File: src/rtl/centrifugado_pkg.sv
// rtl/centrifugado_pkg.sv - shared types, codes and selection decode for the spin sequencer
package centrifugado_pkg;

    typedef enum logic [2:0] {
        ST_IDLE  = 3'd0,
        ST_DRAIN = 3'd1,
        ST_RAMP  = 3'd2,
        ST_SPIN  = 3'd3,
        ST_BRAKE = 3'd4,
        ST_FIN   = 3'd5
    } fase_t;

    localparam logic [1:0] VEL_OFF  = 2'd0;
    localparam logic [1:0] VEL_LOW  = 2'd1;
    localparam logic [1:0] VEL_HIGH = 2'd2;

    // Wide enough for any counter width the sequencer is built with
    localparam int TW = 16;

    typedef struct packed {
        logic          valid;
        logic [TW-1:0] t;
    } sel_time_t;

    function automatic sel_time_t sel_to_time(
        input logic [3:0]    sel,
        input logic [TW-1:0] t1,
        input logic [TW-1:0] t2,
        input logic [TW-1:0] t3,
        input logic [TW-1:0] t4
    );
        sel_time_t r;
        r.valid = 1'b1;
        r.t     = '0;
        case (sel)
            4'b0001: r.t = t1;
            4'b0010: r.t = t2;
            4'b0100: r.t = t3;
            4'b1000: r.t = t4;
            default: r.valid = 1'b0;
        endcase
        return r;
    endfunction

endpackage

File: src/rtl/centrifugado_secuenciador_contador_fase.sv
// rtl/centrifugado_secuenciador_contador_fase.sv - loadable per-phase seconds down-counter
module contador_fase #(
    parameter int CW = 9
) (
    input  logic          clk_in,
    input  logic          iReset,
    input  logic          load,
    input  logic [CW-1:0] load_val,
    input  logic          en,
    output logic [CW-1:0] count,
    output logic          zero_next
);

    logic [CW-1:0] count_q;
    logic [CW-1:0] count_d;

    // Load has priority so a phase change never loses the new duration
    always_comb begin
        count_d = count_q;
        if (load) begin
            count_d = load_val;
        end else if (en && (count_q != '0)) begin
            count_d = count_q - 1'b1;
        end
    end

    always_ff @(posedge clk_in) begin
        if (iReset) begin
            count_q <= '0;
        end else begin
            count_q <= count_d;
        end
    end

    assign count     = count_q;
    assign zero_next = en && (count_q == CW'(1));

endmodule

File: src/rtl/centrifugado_secuenciador.sv
// rtl/centrifugado_secuenciador.sv - drain/ramp/spin/brake sequencer for the washer spin cycle
module centrifugado_secuenciador
    import centrifugado_pkg::*;
#(
    parameter int DRAIN_S = 10,
    parameter int RAMP_S  = 5,
    parameter int BRAKE_S = 8,
    parameter int T1_S    = 150,
    parameter int T2_S    = 200,
    parameter int T3_S    = 275,
    parameter int T4_S    = 375,
    parameter int CW      = 9
) (
    input  logic          clk_in,
    input  logic          iReset,
    input  logic          iTick_1Hz,
    input  logic          iStart,
    input  logic          iPausa,
    input  logic [3:0]    iCentri_sel,
    output logic          iLed_Vaceando,
    output logic          iLed_Motor,
    output logic [1:0]    oMotor_Vel,
    output logic [CW-1:0] oRemaining,
    output logic [2:0]    oFase,
    output logic          oBusy,
    output logic          oDone,
    output logic          oError
);

    fase_t         state_q, state_d;
    logic [CW-1:0] time_q, time_d;
    logic          start_q, start_d;
    logic          valve_q, valve_d;
    logic          motor_q, motor_d;
    logic [1:0]    vel_q, vel_d;
    logic          done_q, done_d;
    logic          error_q, error_d;

    logic          start_edge;
    logic          active;
    logic          cnt_load;
    logic [CW-1:0] cnt_load_val;
    logic          cnt_zero_next;
    logic [CW-1:0] cnt_value;
    sel_time_t     sel_time;
    logic [CW-1:0] sel_t;
    logic          unused_sel_hi;

    assign sel_time      = sel_to_time(iCentri_sel, TW'(T1_S), TW'(T2_S), TW'(T3_S), TW'(T4_S));
    assign sel_t         = sel_time.t[CW-1:0];
    assign unused_sel_hi = ^sel_time.t[TW-1:CW];

    assign start_edge = iStart & ~start_q;
    assign active     = (state_q == ST_DRAIN) || (state_q == ST_RAMP) ||
                        (state_q == ST_SPIN)  || (state_q == ST_BRAKE);

    function automatic logic [CW-1:0] dur_of(input fase_t f, input logic [CW-1:0] t_spin);
        case (f)
            ST_DRAIN: return CW'(DRAIN_S);
            ST_RAMP:  return CW'(RAMP_S);
            ST_SPIN:  return t_spin;
            ST_BRAKE: return CW'(BRAKE_S);
            default:  return '0;
        endcase
    endfunction

    // First phase at or after 'from' with a nonzero duration; zero-length phases collapse into one cycle
    function automatic fase_t first_phase(input fase_t from, input logic [CW-1:0] t_spin);
        fase_t r;
        r = ST_FIN;
        for (int i = 4; i >= 1; i--) begin
            if ((i >= int'(from)) && (dur_of(fase_t'(3'(i)), t_spin) != '0)) begin
                r = fase_t'(3'(i));
            end
        end
        return r;
    endfunction

    contador_fase #(.CW(CW)) u_contador (
        .clk_in    (clk_in),
        .iReset    (iReset),
        .load      (cnt_load),
        .load_val  (cnt_load_val),
        .en        (iTick_1Hz & ~iPausa & active),
        .count     (cnt_value),
        .zero_next (cnt_zero_next)
    );

    always_ff @(posedge clk_in) begin
        if (iReset) begin
            state_q <= ST_IDLE;
            time_q  <= '0;
            start_q <= 1'b0;
            valve_q <= 1'b0;
            motor_q <= 1'b0;
            vel_q   <= VEL_OFF;
            done_q  <= 1'b0;
            error_q <= 1'b0;
        end else begin
            state_q <= state_d;
            time_q  <= time_d;
            start_q <= start_d;
            valve_q <= valve_d;
            motor_q <= motor_d;
            vel_q   <= vel_d;
            done_q  <= done_d;
            error_q <= error_d;
        end
    end

    always_comb begin
        state_d      = state_q;
        time_d       = time_q;
        start_d      = iStart;
        cnt_load     = 1'b0;
        cnt_load_val = '0;
        case (state_q)
            ST_IDLE: begin
                if (start_edge && sel_time.valid) begin
                    time_d       = sel_t;
                    state_d      = first_phase(ST_DRAIN, sel_t);
                    cnt_load     = 1'b1;
                    cnt_load_val = dur_of(state_d, sel_t);
                end
            end
            ST_DRAIN, ST_RAMP, ST_SPIN, ST_BRAKE: begin
                if (cnt_zero_next) begin
                    state_d      = first_phase(fase_t'(state_q + 3'd1), time_q);
                    cnt_load     = 1'b1;
                    cnt_load_val = dur_of(state_d, time_q);
                end
            end
            ST_FIN: begin
                if (!iStart) begin
                    state_d = ST_IDLE;
                end
            end
            default: state_d = ST_IDLE;
        endcase
    end

    always_comb begin
        valve_d = 1'b0;
        motor_d = 1'b0;
        vel_d   = VEL_OFF;
        if (!iPausa) begin
            case (state_q)
                ST_DRAIN: valve_d = 1'b1;
                ST_RAMP: begin
                    valve_d = 1'b1;
                    motor_d = 1'b1;
                    vel_d   = VEL_LOW;
                end
                ST_SPIN: begin
                    valve_d = 1'b1;
                    motor_d = 1'b1;
                    vel_d   = VEL_HIGH;
                end
                default: ;
            endcase
        end
        done_d  = (state_q != ST_FIN) && (state_d == ST_FIN);
        error_d = (state_q == ST_IDLE) && start_edge && !sel_time.valid;
    end

    assign iLed_Vaceando = valve_q;
    assign iLed_Motor    = motor_q;
    assign oMotor_Vel    = vel_q;
    assign oRemaining    = cnt_value;
    assign oFase         = state_q;
    assign oBusy         = active;
    assign oDone         = done_q;
    assign oError        = error_q;

endmodule

File: config.mk
export PLATFORM = sky130hd
export DESIGN_NAME = centrifugado_secuenciador
export DESIGN_NICKNAME = d
export VERILOG_FILES = /design/src/rtl/centrifugado_pkg.sv /design/src/rtl/centrifugado_secuenciador_contador_fase.sv /design/src/rtl/centrifugado_secuenciador.sv
export SDC_FILE = /design/constraint.sdc
export NUM_CORES = 1
export LEC_CHECK = 0
export CORE_MARGIN = 1.5
export CORE_UTILIZATION = 48
export CTS_CLUSTER_DIAMETER = 80
export DETAILED_ROUTE_END_ITERATION = 10
export HOLD_SLACK_MARGIN = 0.03
export PLACE_DENSITY = 0.77
export SLEW_MARGIN = 20
export SYNTH_ARGS = -nofsm -noshare
export SYNTH_HDL_FRONTEND = slang
export SYNTH_SLANG_ARGS = --single-unit
File: constraint.sdc
create_clock -name clk_in -period 2.6 [get_ports clk_in]
set_input_delay 0.52 -clock clk_in [delete_from_list [all_inputs] [get_ports clk_in]]
set_output_delay 0.52 -clock clk_in [all_outputs]
set_load 0.02 [all_outputs]
== Word level (Yosys, flattened, before mapping) ==
Cells that the tools add are included.

* Word-level logic and storage cells: 118
* Bits of input ports: 9
* Output and inout bits: 19
* Register bits: 28

* $lt $le $gt $ge: 4
* Equal/unequal tests: 20
* Muxes and demuxes: 47
* $add $sub $neg: 2
* Bitwise logic cells: 5
* Reduce and logical (&&, ||, !) cells: 31

{| class="wikitable"
|+ Operator list
! cell !! count
|-
| 9-bit two-way mux || 20
|-
| 9-bit one-hot mux with 4 select lines || 3
|-
| 9-bit nonzero test || 9
|-
| 3-bit two-way mux || 13
|-
| 3-bit by 2-bit equality test with 1-bit output, second input constant || 6
|-
| 9-bit one-hot mux with 2 select lines || 1
|-
| 3-bit equality test, second input constant || 5
|-
| 1-bit logical AND || 10
|-
| 3-bit by 1-bit equality test with 1-bit output, second input constant || 3
|-
| 9-bit by 1-bit equality test with 1-bit output, second input constant || 1
|-
| 3-bit one-hot mux with 3 select lines || 1
|-
| 9-bit by 1-bit subtractor with 9-bit output, second input constant || 1
|-
| 4-bit OR reduction || 2
|-
| 1-bit two-way mux || 7
|-
| 2-bit by 3-bit greater-or-equal comparator with 1-bit output, first input constant || 2
|-
| 4-bit by 1-bit equality test with 1-bit output, second input constant || 1
|-
| 4-bit by 2-bit equality test with 1-bit output, second input constant || 1
|-
| 4-bit by 3-bit equality test with 1-bit output, second input constant || 1
|-
| 4-bit equality test, second input constant || 1
|-
| 2-bit one-hot mux with 2 select lines || 1
|-
| 2-bit OR reduction || 2
|-
| 3-bit by 1-bit adder with 3-bit output, second input constant || 1
|-
| 1-bit AND || 3
|-
| 1-bit by 3-bit greater-or-equal comparator with 1-bit output, first input constant || 1
|-
| other kinds (10) || 13
|}

== Logic depth before layout (Yosys ltp) ==
* Depth after elaboration: 21
* Gate-level depth with buffers: 9
* Gate-level depth less buffers: 7

== Modules after synthesis ==
From an unflattened synthesis, not the netlist that was laid out.

* Cells, all modules: 216
* Area, all modules: 1780.5 µm²

{| class="wikitable"
|+ By module, submodules not included
! module !! area an instance (µm²) !! times used !! sequential area each (µm²) !! cells an instance
|-
| centrifugado_secuenciador || 1184.9 || 1 || 340.3 || 143
|-
| contador_fase || 595.6 || 1 || 180.2 || 73
|}

== Least setup slack after synthesis ==
No wires, ideal clock.

* Kind: register to register
* Start: reg state_q[2], in the netlist oFase[2]
* End: reg u_contador.count_q[5], in the netlist u_contador.count[5]
* Period minus slack after synthesis: 2.585 ns
* Path buffers: 2
* Setup time: 0.059 ns
* Arrival: 2.527 ns
* Setup slack: 0.015 ns
* Cell stages (with the launch flop): 10
* Data required time: 2.541 ns
* Cell sequence: dfxtp_1 > clkbuf_1 > inv_1 > ha_1 > clkbuf_1 > mux2_2 > a211o_1 > nor3_4 > and3_1 > o221a_2

* Word-level cells in the longest chain between the ends: 14
* Elaborated cells between the ends (all ways): 38
* Classes of those cells: add/sub: 1; order compare: 4; eq/ne: 8; mux: 12; bitwise: 1; reduce/logical: 12

{| class="wikitable"
|+ Ends and longest elaborated chain
! item !! RTL line !! text
|-
| from (decl) || centrifugado_secuenciador.sv:30 || <nowiki>fase_t state_q, state_d;</nowiki>
|-
| from (signal assigned) || centrifugado_secuenciador.sv:100 || <nowiki>state_q <= state_d;</nowiki>
|-
| 3-bit by 1-bit adder with 3-bit output || centrifugado_secuenciador.sv:128 || <nowiki>state_d = first_phase(fase_t'(state_q + 3'd1), time_q);</nowiki>
|-
| 3-bit greater-or-equal comparator || centrifugado_secuenciador.sv:72 || <nowiki>if ((i >= int'(from)) && (dur_of(fase_t'(3'(i)), t_spin) != '0)) begin</nowiki>
|-
| 1-bit logical AND || centrifugado_secuenciador.sv:72 ||
|-
| 1-bit two-way mux || centrifugado_secuenciador.sv:72 ||
|-
| 3-bit two-way mux (3 in a row) || centrifugado_secuenciador.sv:72 ||
|-
| 3-bit two-way mux || centrifugado_secuenciador.sv:127 || <nowiki>if (cnt_zero_next) begin</nowiki>
|-
| 3-bit two-way mux || centrifugado_secuenciador.sv:117 || <nowiki>case (state_q)</nowiki>
|-
| 3-bit equality test (tied with other cells) || centrifugado_secuenciador.sv:58 || <nowiki>case (f)</nowiki>
|-
| 9-bit one-hot mux with 4 select lines || centrifugado_secuenciador.sv:58 ||
|-
| 9-bit two-way mux || centrifugado_secuenciador.sv:127 ||
|-
| 9-bit one-hot mux with 2 select lines || centrifugado_secuenciador.sv:117 ||
|-
| 9-bit two-way mux || centrifugado_secuenciador_contador_fase.sv:20 || <nowiki>if (load) begin</nowiki>
|-
| to (signal assigned) || centrifugado_secuenciador_contador_fase.sv:31 || <nowiki>count_q <= count_d;</nowiki>
|-
| to (decl) || centrifugado_secuenciador_contador_fase.sv:14 || <nowiki>logic [CW-1:0] count_q;</nowiki>
|}

Several ways; a longest one is shown, not always the timed one. The select of a mux whose other input is x is not followed.
A chain may end at the register's enable or synchronous reset.

== Worst setup path in the final report ==
* Start: reg state_q[1], in the netlist oFase[1]
* End: reg u_contador.count_q[5], in the netlist u_contador.count[5]

Same word-level chain as after synthesis.

==> run_results.csv <==
group,metric,value,unit
run_status,outcome,"complete, no violations",
grt,grt_first_pass_wirelength,7500,um
logic_synthesis,ys_seq_area_frac,0.293,
min_path,hp-class,"register to register",
timing,fin_crit_sh,0.893,
logic_synthesis,muxShareOfSynthArea,0.0408,
timing,hold_ws,0.472,ns
drt,final_antenna_net_count,0,
logic_synthesis,synth_top_area_share,0.293,
cts,cts-root-buf,"clkbuf_8",
grt,overflow,0,
cts,cts.sinks,26,
worst_setup_path,path_max_fanout,11,
grt,grt_usage,0.225,
floorplan,die_width,63.9,um
floorplan,chipHeight,63.9,um
worst_setup_path,critPathLaunchType,"register",
floorplan,core,3440,sq um
layout,final_common_cell,"clkdlybuf4s50_1",
cts,cts_max_level,1,
layout,mostFrequentLayoutCells,"clkdlybuf4s50_1 (26), dfxtp_1 (25), nor2_1 (18)",
timing,worst_slew_pin_slew,0.517,ns
grt,grt_pass1_vias,1626,
worst_setup_path,cp_data_required_time,2.77,ns
power,leakage,0.894,nW
layout,area_growth_syn_to_layout,26.3,%
logic_synthesis,ys_types,53,
cts,tritoncts,"done",
timing,rsz0062_at_grt,"no",
layout,nets,272,
drt,vias,1781,
logic_synthesis,synth-adder-area-share,0.0563,
cts,clock_latency,0.28,ns
logic_synthesis,synth_edf_count,0,
logic_synthesis,syn_nets,237,
layout,diodes,0,
drt,wl_per_cell,14.7,um
logic_synthesis,synth_area,1780,sq um
grt,antenna_found_initial,0,
power,powerDensity,397,nW/um^2
timing,fmax,0.431,GHz
grt,grt_max_degree,17,
cts,cts_buffers,3,
logic_synthesis,synth_xor_xnor_area_share,0.0345,
timing,slew_headroom,0.652,
logic_synthesis,synthFlopType,"dfxtp_1",
power,peakVddDrop,0.000214,V
cts,cts.path.max_buffers,2,
timing,hold_viol_final,0,
flow_run,max-cap-violations,0,
layout,final_layout_size_suffix_gt1_frac,0.138,
floorplan,rows,21,
logic_synthesis,yosys.area_share.simple,0.301,
logic_synthesis,avgSynthCellArea,8.09,sq um
drt,dr.pass1.iters,4,
logic_synthesis,synthCells,220,
drt,drt-initial-drc-count,125,
place,dpl.hpwl,3260,um
timing,finalMaxSlewViolations,0,
worst_setup_path,path_class,"register to register",
worst_setup_path,end_kind,"register",
floorplan,die_area,4080,sq um
drt,wirelength,4420,um
worst_setup_path,ff2ff_setup_slack,0.28,ns
timing,skew,0.00822,ns
logic_synthesis,synthArstFlopShare,0,
logic_synthesis,synth-compound-area-share,0.216,
logic_synthesis,yosysTopAreaCell,"dfxtp_1",
drt,vias_per_cell,5.94,
timing,setup_violations,0,
floorplan,initial_core_util,0.517,
timing,min_period,2.32,ns
timing,fin_tns_setup,0,ns
logic_synthesis,synth_top_family_by_area,"simple AND/OR/NAND/NOR gates",
cts,clk_pin_slew,0.10,ns
min_path,min_path_cells,2,
worst_setup_path,crit_arrival,2.49,ns
place,gp_congestion,0.911,
logic_synthesis,yosys_warnings,0,
place,io_buffer_count,27,
floorplan,io-pin-count,28,
drt,remaining_drc_errors,0,
worst_setup_path,r2r.worst_path.cells,8,
logic_synthesis,synth.area.top_cells,"dfxtp_1 (29%), ha_1 (5.6%), nor2_1 (3.8%), nor4_1 (3.5%), nor3_1 (3.4%)",
logic_synthesis,ys_ff_latch,26,
[final cells by class]
cell class              instances  area, sq um
repair buffers                 43          393
inverters                      13         48.8
fillers                       302         1190
clock buffers                   4         55.1
well taps                      46         57.6
multi-input cells             168         1170
flip-flops and latches         26          522
[sequential cells by signal, indices dropped and copies added, names as in the netlist]
| register | cells |
|---|---|
| u_contador.count | 9 |
| time_q | 7 |
| oFase | 3 |
| oMotor_Vel | 2 |
| iLed_Motor | 1 |
| iLed_Vaceando | 1 |
| oDone | 1 |
| oError | 1 |
| start_q | 1 |
[cell families after synthesis]
group	Yosys count
AND/OR/NAND/NOR	94
AO/OA/AOI/OAI	52
buffers and inverters	26
flip-flops	26
adder cells (fa/ha/maj)	8
XOR/XNOR	7
multiplexers	7
[metrics by stage]
| stage | area, sq um | setup WS [ns] | util | instances | total power [W] |
|---|---|---|---|---|---|
| after CTS | 2230 | 0.00767 | 0.649 | 300 | 0.000890 |
| after global routing | 2250 | 0.0865 | 0.653 | 300 | 0.000923 |
| final | 2250 | 0.279 | 0.653 | 300 | 0.000893 |
| after detailed placement | 2170 | 0.0613 | 0.631 | 296 | 0.000626 |
| after global placement | 2170 | 0.112 | 0.631 | 296 | 0.000624 |
| after floorplan | 1780 | 0.0145 | - | 220 | 0.000561 |
[worst max-delay path: stages (launching register included)]
cell,delay (ns)
dfxtp_1,0.37
inv_1,0.08
ha_1,0.22
buf_4,0.18
nor4_1,0.40
or3_1,0.32
or2_1,0.24
nand3_1,0.11
o221a_2,0.27
[where the power goes]
group / internal [W] / switching, W
clock: 0.000136 / 0.000136
sequential: 0.000409 / 0.0000133
combinational: 0.0000915 / 0.000107
total: 0.000636 / 0.000256
[routing by layer]
metal / part of all wire / up-vias / global-route usage
li1: - / 888 / -
met1: 0.47 / 814 / 0.327
met2: 0.45 / 72 / 0.357
met3: 0.068 / 7 / 0.0282
met4: 0.012 / 0 / 0.0408
met5: 0 / - / 0
[cells in the mapped netlist (all sizes together), types with 4 or more instances]
cell type	n
clkbuf	12
nor4	11
o21ai	10
ha	8
nand2	7
nor3	13
nor2b	5
nand3	11
o22ai	4
or3	4
and3	4
inv	13
nor2	19
xor2	4
dfxtp	26
mux2i	5
a21oi	11
nand2b	4
[final timing paths]
kind,start,to
max,oFase[1]$_SDFF_PP0_,u_contador.count[5]$_SDFFE_PP0P_
min,time_q[3]$_SDFFE_PP0P_,time_q[3]$_SDFFE_PP0P_
max reg2reg,oFase[1]$_SDFF_PP0_,u_contador.count[5]$_SDFFE_PP0P_
min reg2reg,time_q[3]$_SDFFE_PP0P_,time_q[3]$_SDFFE_PP0P_
[timing repair]
action	CTS	global route
hold buffers	0	0
resized for setup	2	3
endpoints found under the setup margin	1	1
buffers inserted	0	0
Note: power is estimated with default switching activity, not from simulation.
==> variant 1: new RTL, config.mk and constraints unchanged <==
`CW` is set to 9 in 2 places; all go to 10.
--- a/src/rtl/centrifugado_secuenciador_contador_fase.sv
+++ b/src/rtl/centrifugado_secuenciador_contador_fase.sv
@@ -1,5 +1,5 @@
 // rtl/centrifugado_secuenciador_contador_fase.sv - loadable per-phase seconds down-counter
 module contador_fase #(
-    parameter int CW = 9
+    parameter int CW = 10
 ) (
     input  logic          clk_in,
--- a/src/rtl/centrifugado_secuenciador.sv
+++ b/src/rtl/centrifugado_secuenciador.sv
@@ -10,5 +10,5 @@
     parameter int T3_S    = 275,
     parameter int T4_S    = 375,
-    parameter int CW      = 9
+    parameter int CW      = 10
 ) (
     input  logic          clk_in,
Interface: changed (resized oRemaining); port bits go from 28 to 29. The function was not compared with the original's and may differ.
==> variant 1 against the original RTL <==
- wire length down 7.2%
- synthesized area down 4.4%
- critical path depth up 1
- design area down 2.9%
- synthesized cell count down 4.5%
- via count down 6.8%
- first-iteration DRC count down 31%
- sequential cell count up 1
- cell count down 1.0%
- worst setup slack worse by 0.18 ns
- power down 3.0%
- count of clock-buffer cells in the layout unchanged
- critical endpoint is now oDone$_SDFF_PP0_
==> variant 1: results (changes against the original RTL) <==
worst-skew pair later-pin latency 0.33 ns (+0.05 ns); Total GRT Usage 0.216 (-0.00867); total CTS buffers 3 (unchanged); hold_sp time_q[2]$_SDFFE_PP0P_; met2 routed WL 1890 um (-5.3%); Max clock buf depth 2 (unchanged); NumNets Final 269 (-1.1%); Worst path max stage delay 0.53 ns (+0.13 ns); share of cells above drive strength 1 0.163 (+0.0256); Slowest-stage cell, CP or4b_4; 1st-iter DRT viols 86 (-31%); EDFF count, synth 0 (unchanged); # port buffers 28 (+3.7%); Worst Tran Pin Value 0.381 ns (-0.136 ns); Reg clk slew, reported paths 0.15 ns (+0.05 ns); Hold WS 0.485 ns (+0.0133 ns); routed wl met3 217 um (-28%); Hold Path Sink time_q[2]$_SDFFE_PP0P_; syn nets 227 (-4.2%); run status finished, final reports clean; CP Capture Point oDone$_SDFF_PP0_; Worst EP arrival 2.78 ns (+0.29 ns); Flop pwr share 0.510 (+0.037); r2r startpoint oFase[0]$_SDFF_PP0_; vias in the first global route 1538 (-5.4%); part of the Yosys area used for sequential elements 0.318 (+0.0251); clock network fraction of design power 0.218 (-0.086); largest net degree at the start of global routing 19 (+2); Avg WL per Cell 13.8 um (-6.3%); diode count 0 (unchanged); Setup Skew 0.00325 ns (-0.00497 ns); wl on met1 1940 um (-6.3%); total number of vias 1660 (-6.8%); detailed placement HPWL 3110 um (-4.7%); max reg flops 10 (+1); Root Buffer Master clkbuf_4; Int Power 600 uW (-5.8%); Fillers 318 (+5.3%); DRT antenna net count 0 (unchanged); VDD IR max 0.210 mV (-2.0%); synth cell count leaders dfxtp_1, nor2_1, nand2_1, a21oi_1, nor3_1; dominant cells by area after synthesis dfxtp_1, ha_1, nor2_1; LEAKAGE 0.000822 uW (-8.1%); first-pass GRT wire length 6920 um (-7.7%); routability cong. 0.860 (-5.6%); reg-to-reg setup timing slack 0.10 ns (-0.18 ns)
## variant 1: cell count changes after synthesis, moves of 4 or more
cell,unedited run,this run
nand2_1,7,15
nor2_1,18,26
nand3_1,11,6
clkbuf_1,12,8
o22ai_1,4,0
## variant 1: final cells by class
class,instances,share of cell area
Multi-Input combinational cell,163,0.501
Inverter,10,0.0172
Clock buffer,4,0.0120
Tap cell,46,0.0264
Sequential cell,27,0.250
Timing Repair Buffer,47,0.193
## variant 1: repair_timing
item / in CTS / in global routing
gates resized for setup: 3 / 3
pin swaps: 0 / 1
buffers inserted: 0 / 1
setup endpoints to repair: 1 / 6
## variant 1: per-stage QoR
stage	area [um^2]	std cells	utilization	power [uW]	setup slack, ns
after floorplan	1700	210	-	596	0.0912
after global placement	2130	292	0.633	679	0.140
after detailed placement	2130	292	0.633	680	0.0487
after CTS	2160	296	0.644	868	0.0747
after global routing	2180	297	0.649	913	0.00266
final	2180	297	0.649	866	0.101
## variant 1: per-layer routing
layer,up-vias,global-route usage
met4,0,0.0639
li1,834,-
met3,7,0.0252
met5,-,0
met1,766,0.286
met2,53,0.368
## variant 1: worst register-to-register path: cells and delay by family, from the launching register on
kind            cells  cell delay (ns)
flops               1             0.43
fa+ha+maj           2             0.45
compound gates      1             0.39
simple gates        4             0.88
buf+inv             2             0.30
## variant 1: cell families after synthesis
group           Yosys count  share of synthesized area
xor+xnor                  9                     0.0463
mux                       2                     0.0118
compound gates           44                      0.180
simple gates            100                      0.336
fa+ha+maj                 8                     0.0588
buf+inv                  20                     0.0493
flops                    27                      0.318
==> variant 2: new RTL, same flow settings <==
Without the edit above. Remove the register `valve_q`: a continuous assignment takes its place, so the output `iLed_Vaceando` follows one clock earlier.
--- a/src/rtl/centrifugado_secuenciador.sv
+++ b/src/rtl/centrifugado_secuenciador.sv
@@ -92,5 +92,4 @@
             time_q  <= '0;
             start_q <= 1'b0;
-            valve_q <= 1'b0;
             motor_q <= 1'b0;
             vel_q   <= VEL_OFF;
@@ -101,5 +100,4 @@
             time_q  <= time_d;
             start_q <= start_d;
-            valve_q <= valve_d;
             motor_q <= motor_d;
             vel_q   <= vel_d;
@@ -108,4 +106,6 @@
         end
     end
+
+    assign valve_q = valve_d;
 
     always_comb begin
Function: changed (a bounded check fails within 4 cycles, from zero or initial values and one cycle with iReset high).
==> variant 2 against the original RTL <==
- clock skew down 0.0023 ns
- count of clock-buffer cells in the layout unchanged
- wire length up 0.88%
- design area down 3.0%
- worst setup slack worse by 0.12 ns
- synthesized area down 0.84%
- power down 4.6%
- sequential cell count down 1
- largest cell class unchanged
==> variant 2: results (changes against the original RTL) <==
Worst path max stage delay 0.60 ns (+0.20 ns); dominant cells by area after synthesis dfxtp_1, ha_1, a21oi_1; Vias/cell 6.07 (+2.2%); run status finished, final reports clean; synth cell count leaders dfxtp_1, nand2_1, nor2_1, a21oi_1, nand3_1; share of cells above drive strength 1 0.144 (+0.00624); LEAKAGE 0.000847 uW (-5.3%); Worst EP arrival 2.63 ns (+0.14 ns); routability cong. 0.937 (+2.9%); detailed placement HPWL 3290 um (+0.69%); Synth Area in Adders 0.0567 (+0.000479); family with the most delay on the worst path compound AO/OA/AOI/OAI gates; Placement Setup Slack 0.0278 ns (-0.0335 ns); largest net degree at the start of global routing 20 (+3); Worst Tran Pin Value 0.592 ns (+0.0751 ns); first-pass GRT wire length 7250 um (-3.3%); Int Power 597 uW (-6.2%); Reg clk slew, reported paths 0.08 ns (-0.02 ns); Total GRT Usage 0.220 (-0.00410); part of the Yosys area used for sequential elements 0.284 (-0.00886); Setup Skew 0.00591 ns (-0.00232 ns); Detailed Route WL 4460 um (+0.88%); Synth Area in Compound Gates 0.240 (+0.0238); 1st-iter DRT viols 161 (+29%); Synth cell types 60 (+13%); wl on met1 2070 um (about the same); max reg flops 9 (unchanged); combinational power 214 uW (+8%); met2 routed WL 2070 um (+3.8%); Worst Path Max Fanout 8 (-3); post-synthesis mux area share 0.0113 (-0.0294); routed wl met3 264 um (-12%); syn nets 229 (-3.4%); clock network fraction of design power 0.271 (-0.033); NumNets Final 261 (-4.0%)
## variant 2: path summary, 6_finish.rpt
path	from	endpoint	slack, ns	cells past startpoint
worst max-delay path	oFase[0]$_SDFF_PP0_	oDone$_SDFF_PP0_	0.16	8
worst min-delay path	time_q[5]$_SDFFE_PP0P_	time_q[5]$_SDFFE_PP0P_	0.48	2
worst max register to register	oFase[0]$_SDFF_PP0_	oDone$_SDFF_PP0_	0.16	8
worst min register to register	time_q[5]$_SDFFE_PP0P_	time_q[5]$_SDFFE_PP0P_	0.48	2
## variant 2: timing repair
item / in CTS / in global routing
endpoints found under the hold margin: 0 / 0
setup endpoints to repair: 2 / 3
gates cloned: 0 / 0
resized for setup: 3 / 2
## variant 2: layout make-up
| type | instances | area share |
|---|---|---|
| Tap cell | 46 | 0.0264 |
| Sequential cell | 25 | 0.231 |
| Timing Repair Buffer | 36 | 0.156 |
| Multi-Input combinational cell | 168 | 0.549 |
| Inverter | 10 | 0.0172 |
| Clock buffer | 4 | 0.0207 |
## variant 2: stage by stage
step | power (uW) | instances | cell area, um^2 | utilization
floorplan | 554 | 212 | 1770 | -
detailed placement | 625 | 285 | 2120 | 0.617
global placement | 624 | 285 | 2120 | 0.617
global route | 894 | 289 | 2180 | 0.633
finish | 852 | 289 | 2180 | 0.633
CTS | 854 | 289 | 2180 | 0.632
## variant 2: routing by layer
metal	vias up	track usage
met3	10	0.0411
li1	865	-
met1	808	0.302
met4	0	0.0516
met2	71	0.358
met5	-	0
## variant 2: tightest hold or removal path, delay by kind of cell (launching register included)
| kind | cells | cell delay [ns] |
|---|---|---|
| flip-flops | 1 | 0.33 |
| AND/OR/NAND/NOR | 1 | 0.06 |
| AO/OA/AOI/OAI | 1 | 0.05 |
